## config.mk

```make
export PLATFORM = sky130hd
export DESIGN_NAME = multislope_seq
export DESIGN_NICKNAME = d
export VERILOG_FILES = /design/src/rtl/multislope_seq_pkg.sv /design/src/rtl/multislope_seq_sync2.sv /design/src/rtl/multislope_seq.sv
export SDC_FILE = /design/constraint.sdc
export NUM_CORES = 1
export LEC_CHECK = 0
export CELL_PAD_IN_SITES_DETAIL_PLACEMENT = 1
export CELL_PAD_IN_SITES_GLOBAL_PLACEMENT = 1
export CORE_ASPECT_RATIO = 0.75
export CORE_MARGIN = 1.5
export CORE_UTILIZATION = 25
export CTS_CLUSTER_DIAMETER = 40
export DETAILED_ROUTE_END_ITERATION = 6
export PLACE_DENSITY = 0.56
export SLEW_MARGIN = 25
export SYNTH_ARGS = -nofsm -noshare
export SYNTH_HDL_FRONTEND = slang
export SYNTH_SLANG_ARGS = --single-unit
```

## constraint.sdc

```tcl
create_clock -name clk1ms -period 3.1 [get_ports clk1ms]
set_clock_uncertainty 0.2 [all_clocks]
set_input_delay 0.62 -clock clk1ms [delete_from_list [all_inputs] [get_ports clk1ms]]
set_output_delay 0.62 -clock clk1ms [all_outputs]
set_load 0.01 [all_outputs]
```

## src/rtl/multislope_seq_pkg.sv

```systemverilog
// Shared definitions for the multi-slope converter sequencer.
// FSM state encodings and comparator polarity.
package multislope_seq_pkg;

  typedef enum logic [2:0] {
    S_IDLE    = 3'd0,
    S_START   = 3'd1,
    S_RUNUP   = 3'd2,
    S_RUNDOWN = 3'd3,
    S_ZERO    = 3'd4
  } state_t;

  // cmp low means the integrator has reached zero
  localparam logic CMP_AT_ZERO  = 1'b0;
  localparam logic CMP_NOT_ZERO = 1'b1;

endpackage

```

## src/rtl/multislope_seq_sync2.sv

```systemverilog
// 2-flop synchroniser for the integrator comparator.
// Ports: clk1ms, rst (async active-low), d (async in), q (synced out).
module multislope_seq_sync2
  import multislope_seq_pkg::*;
(
  input  logic clk1ms,
  input  logic rst,
  input  logic d,
  output logic q
);

  logic meta;

  // resets to not-at-zero so a fresh rundown never ends early
  always_ff @(posedge clk1ms or negedge rst) begin
    if (!rst) begin
      meta <= CMP_NOT_ZERO;
      q    <= CMP_NOT_ZERO;
    end else begin
      meta <= d;
      q    <= meta;
    end
  end

endmodule

```

## src/rtl/multislope_seq.sv

```systemverilog
// Multi-slope converter phase sequencer: start, run-up, rundown, zero.
// In: clk1ms rst npl enable single cmp. Out: start runup rundown zero
// done busy rd_count nsub timeout (all registered).
module multislope_seq
  import multislope_seq_pkg::*;
#(
  parameter int NPL_W    = 10,
  parameter int SUB_LEN  = 20,
  parameter int ZERO_LEN = 5,
  parameter int RD_MAX   = 255,
  parameter int CNT_W    = 16
) (
  input  logic             clk1ms,
  input  logic             rst,
  input  logic [NPL_W-1:0] npl,
  input  logic             enable,
  input  logic             single,
  input  logic             cmp,
  output logic             start,
  output logic             runup,
  output logic             rundown,
  output logic             zero,
  output logic             done,
  output logic             busy,
  output logic [CNT_W-1:0] rd_count,
  output logic [NPL_W-1:0] nsub,
  output logic             timeout
);

  localparam int SUB_W = $clog2(SUB_LEN + 1);
  localparam int ZC_W  = $clog2(ZERO_LEN + 1);

  if ((RD_MAX >> CNT_W) != 0) begin : g_bad_rdmax
    $error("RD_MAX does not fit in CNT_W bits");
  end

  state_t           state, state_n;
  logic [NPL_W-1:0] npl_q;
  logic [SUB_W-1:0] sub;
  logic [ZC_W-1:0]  zc;
  logic             cmp_s;

  logic sub_last, run_last;
  logic cmp_hit, rd_max, zc_last;

  multislope_seq_sync2 u_sync (
    .clk1ms (clk1ms),
    .rst    (rst),
    .d      (cmp),
    .q      (cmp_s)
  );

  assign sub_last = sub == SUB_W'(SUB_LEN - 1);
  assign run_last = sub_last &&
                    (nsub == npl_q - NPL_W'(1));
  assign cmp_hit  = cmp_s == CMP_AT_ZERO;
  assign rd_max   = rd_count == CNT_W'(RD_MAX);
  assign zc_last  = zc == ZC_W'(ZERO_LEN - 1);

  always_comb begin
    state_n = state;
    unique case (state)
      S_IDLE:
        if (enable | single) state_n = S_START;
      S_START:
        state_n = (npl_q != '0) ? S_RUNUP
                                : S_RUNDOWN;
      S_RUNUP:
        if (run_last) state_n = S_RUNDOWN;
      S_RUNDOWN:
        if (cmp_hit | rd_max) state_n = S_ZERO;
      S_ZERO:
        if (zc_last) state_n = S_IDLE;
      default:
        state_n = S_IDLE;
    endcase
  end

  // outputs are registered copies of the next-state decode
  always_ff @(posedge clk1ms or negedge rst) begin
    if (!rst) begin
      state    <= S_IDLE;
      npl_q    <= '0;
      sub      <= '0;
      zc       <= '0;
      start    <= 1'b0;
      runup    <= 1'b0;
      rundown  <= 1'b0;
      zero     <= 1'b0;
      done     <= 1'b0;
      busy     <= 1'b0;
      rd_count <= '0;
      nsub     <= '0;
      timeout  <= 1'b0;
    end else begin
      state   <= state_n;
      start   <= state_n == S_START;
      runup   <= state_n == S_RUNUP;
      rundown <= state_n == S_RUNDOWN;
      zero    <= state_n == S_ZERO;
      busy    <= state_n != S_IDLE;
      done    <= (state == S_ZERO) &&
                 (state_n == S_IDLE);

      if (state != S_RUNDOWN &&
          state_n == S_RUNDOWN)
        rd_count <= CNT_W'(1);

      unique case (state)
        S_IDLE: begin
          if (state_n == S_START) begin
            npl_q    <= npl;
            sub      <= '0;
            nsub     <= '0;
            rd_count <= '0;
            timeout  <= 1'b0;
          end
        end
        S_START: begin
          sub <= '0;
        end
        S_RUNUP: begin
          if (sub_last) begin
            sub  <= '0;
            nsub <= nsub + NPL_W'(1);
          end else begin
            sub <= sub + SUB_W'(1);
          end
        end
        S_RUNDOWN: begin
          if (state_n == S_ZERO) begin
            // a simultaneous cmp hit is not a timeout
            timeout <= rd_max & ~cmp_hit;
            zc      <= '0;
          end else begin
            rd_count <= rd_count + CNT_W'(1);
          end
        end
        S_ZERO: begin
          zc <= zc + ZC_W'(1);
        end
        default: ;
      endcase
    end
  end

endmodule

```

==> flow_summary.ini <==
[status]
status = finished, final reports clean

[placement]
dp_slack_ns = 0.205
port_buffers = 47
gp_congestion = 0.771
placed_area_um2 = 3800
hpwl_um = 6790

[clock_network]
numCtsBuffers = 5
root_buffer = clkbuf_16
htreeDepth = 2
clkTransAtPathRegs_ns = 0.08
insertion_delay_ns = 0.30
cts_setup_buffers = 0
clock-sinks = 56
clock_path_buffers = 2
tritoncts = done
cts-hold-fix-buffers = 0

[yosys]
synth_cells = 351
yosys_warnings = 0
synth_top_area_share = 0.434
yosysUniqueCellTypes = 57
synth_area_um2 = 3120
synth_area_leaders = dfrtp_1, nand2_1, xnor2_1
synth-main-ff-cell = dfrtp_1
syn_area_per_cell_um2 = 8.88
yosysTopAreaCell = dfrtp_1
synth_fp_nets = 372
yosysSeqAreaShare = 0.451
postSynth.asyncResetShare = 1.00
ys_ff_latch = 56
synth_edf_count = 0

[detailed_routing]
wl_per_cell_um = 16.0
vias = 2772
dr.pass1.iters = 4
postRouteAntennaNets = 0
route.detailed.drc = 0
drt_wl_total_um = 9070
drtIter0Drc = 85
vias_per_cell = 4.88

[timing]
max_freq_mhz = 345
max_slew.worst_pin.slew_ns = 0.686
drv_slew = 0
setup_slack_ns = 0.203
hold_viol_final = 0
finalCritPeriodShare = 0.935
setup_tns_ns = 0
post-route-min-period_ns = 2.90
slew_headroom = 0.542
final-setup-viol-count = 0

[global_routing]
antenna_found_initial = 0
grt_pass1_vias = 2886
grt_overflow = 0
grt_max_degree = 30
grt_pass1_wl_um = 15000
grt_usage = 0.143

[final_layout]
mostFrequentLayoutCell = dfrtp_1
mostFrequentLayoutCells = dfrtp_1, nand2_1, clkdlybuf4s50_1
diodes = 0
num-nets-final = 422
postLayoutCoreUtil = 0.327
fin_area_um2 = 4000
syn2layout_area_growth_pct = 28.4
layout-drive-gt1-share = 0.0697

[setup_path]
arrival_ns = 2.87
critPathLaunchType = flip-flop
r2r_start = npl_q[0]
worstPathRequired_ns = 3.08
reg2reg_slack_ns = 0.20
reg2reg_depth = 9
critPathMaxFanout = 19
critPathKind = reg -> reg
cp-end-kind = flip-flop
r2r_end = rundown

[floorplan]
die_h_um = 99.7
die_w_um = 132
pin_count = 48
rows = 35
start_util = 0.255
die_area_um2 = 13100
core-area_um2 = 12200

[min_path]
hold_class = in -> async

[pwr]
p_per_area_nw_per_um2 = 742
p_leak_nw = 1.61
ir_worst_vdd_mv = 0.321

[run]
maxCapViolCount = 0
[worst max-delay path, stage by stage, from the launching register on]
cell and delay (ns):
dfrtp_1 0.42, inv_1 0.09, ha_1 0.24, or4b_1 0.54
o41ai_1 0.29, nand2_1 0.12, a32oi_2 0.27, a2111oi_4 0.06
buf_4 0.23, or3_1 0.32
[how the worst max path moves through the flow]
stage / depth (start not counted) / slack, ns / to / start
after floorplan: 7 / 0.52 / busy / rd_count[0]
after global placement: 9 / 0.27 / rundown / npl_q[0]
after detailed placement: 9 / 0.21 / rundown / npl_q[0]
after CTS: 9 / 0.17 / rundown / npl_q[0]
after global routing: 9 / -0.008 / rundown / npl_q[0]
final: 9 / 0.20 / rundown / npl_q[0]
[routing by layer]
metal / global-route usage / vias up / share of wire
met5: 0 / - / 0
met4: 0.0393 / 0 / 0.0094
met1: 0.197 / 1402 / 0.52
met3: 0.0255 / 7 / 0.020
li1: - / 1345 / -
met2: 0.230 / 18 / 0.45
[Yosys cell counts, types with 3 or more instances]
cell type,number
dfrtp_1,54
nand2_1,51
nor2_1,30
inv_1,24
o21ai_0,21
nor3_1,18
o31ai_1,16
nand3_1,15
xnor2_1,15
a21oi_1,10
clkbuf_1,7
ha_1,6
nand4_1,5
nor4_1,5
or3_1,5
and2_1,4
or4_1,4
xor2_1,4
a22oi_1,3
and3_1,3
[power breakdown]
group          internal [mW]  switching [mW]
sequential             0.885           0.217
combinational          0.481           0.650
clock                  0.464           0.269
[layout make-up]
cell class                      instances  area [µm²]
Clock buffer                            6         129
Fill cell                            1411        8220
Inverter                               24        90.1
Timing Repair Buffer                   55         538
Tap cell                              166         208
Sequential cell                        56        1400
Multi-Input combinational cell        259        1570
Clock inverter                          2        60.1
[sequential cells by signal (all words and copies together) (netlist names)]
| register | cells |
|---|---|
| u_sync.meta | 1 |
| runup | 1 |
| zero | 1 |
| done | 1 |
| state | 3 |
| sub | 5 |
| start | 1 |
| zc | 3 |
| nsub | 10 |
| rundown | 1 |
| busy | 1 |
| rd_count | 16 |
| u_sync.q | 1 |
| npl_q | 10 |
| timeout | 1 |
[metrics by stage]
step / instances / power [mW] / hold slack [ns]
2_1_floorplan: 351 / 1.79 / 0.124
3_3_place_gp: 560 / 2.20 / 0.146
3_5_place_dp: 560 / 2.23 / 0.155
4_1_cts: 568 / 2.98 / 0.167
5_1_grt: 568 / 3.17 / 0.169
6_report: 568 / 2.97 / 0.149
[what timing repair did]
action	in CTS	in global routing
gates resized for setup	0	2
setup endpoints to repair	0	2
endpoints found under the hold margin	0	0
[logic make-up after synthesis]
group                      after synthesis  share of synthesized area
adders and majority gates                6                     0.0241
buffers and inverters                   36                     0.0538
xor gates and xnor gates                19                     0.0534
DFF                                     56                      0.451
AOI/OAI and AO/OA                       75                      0.163
and+or+nand+nor                        159                      0.255
(Power assumes the default switching activity.)
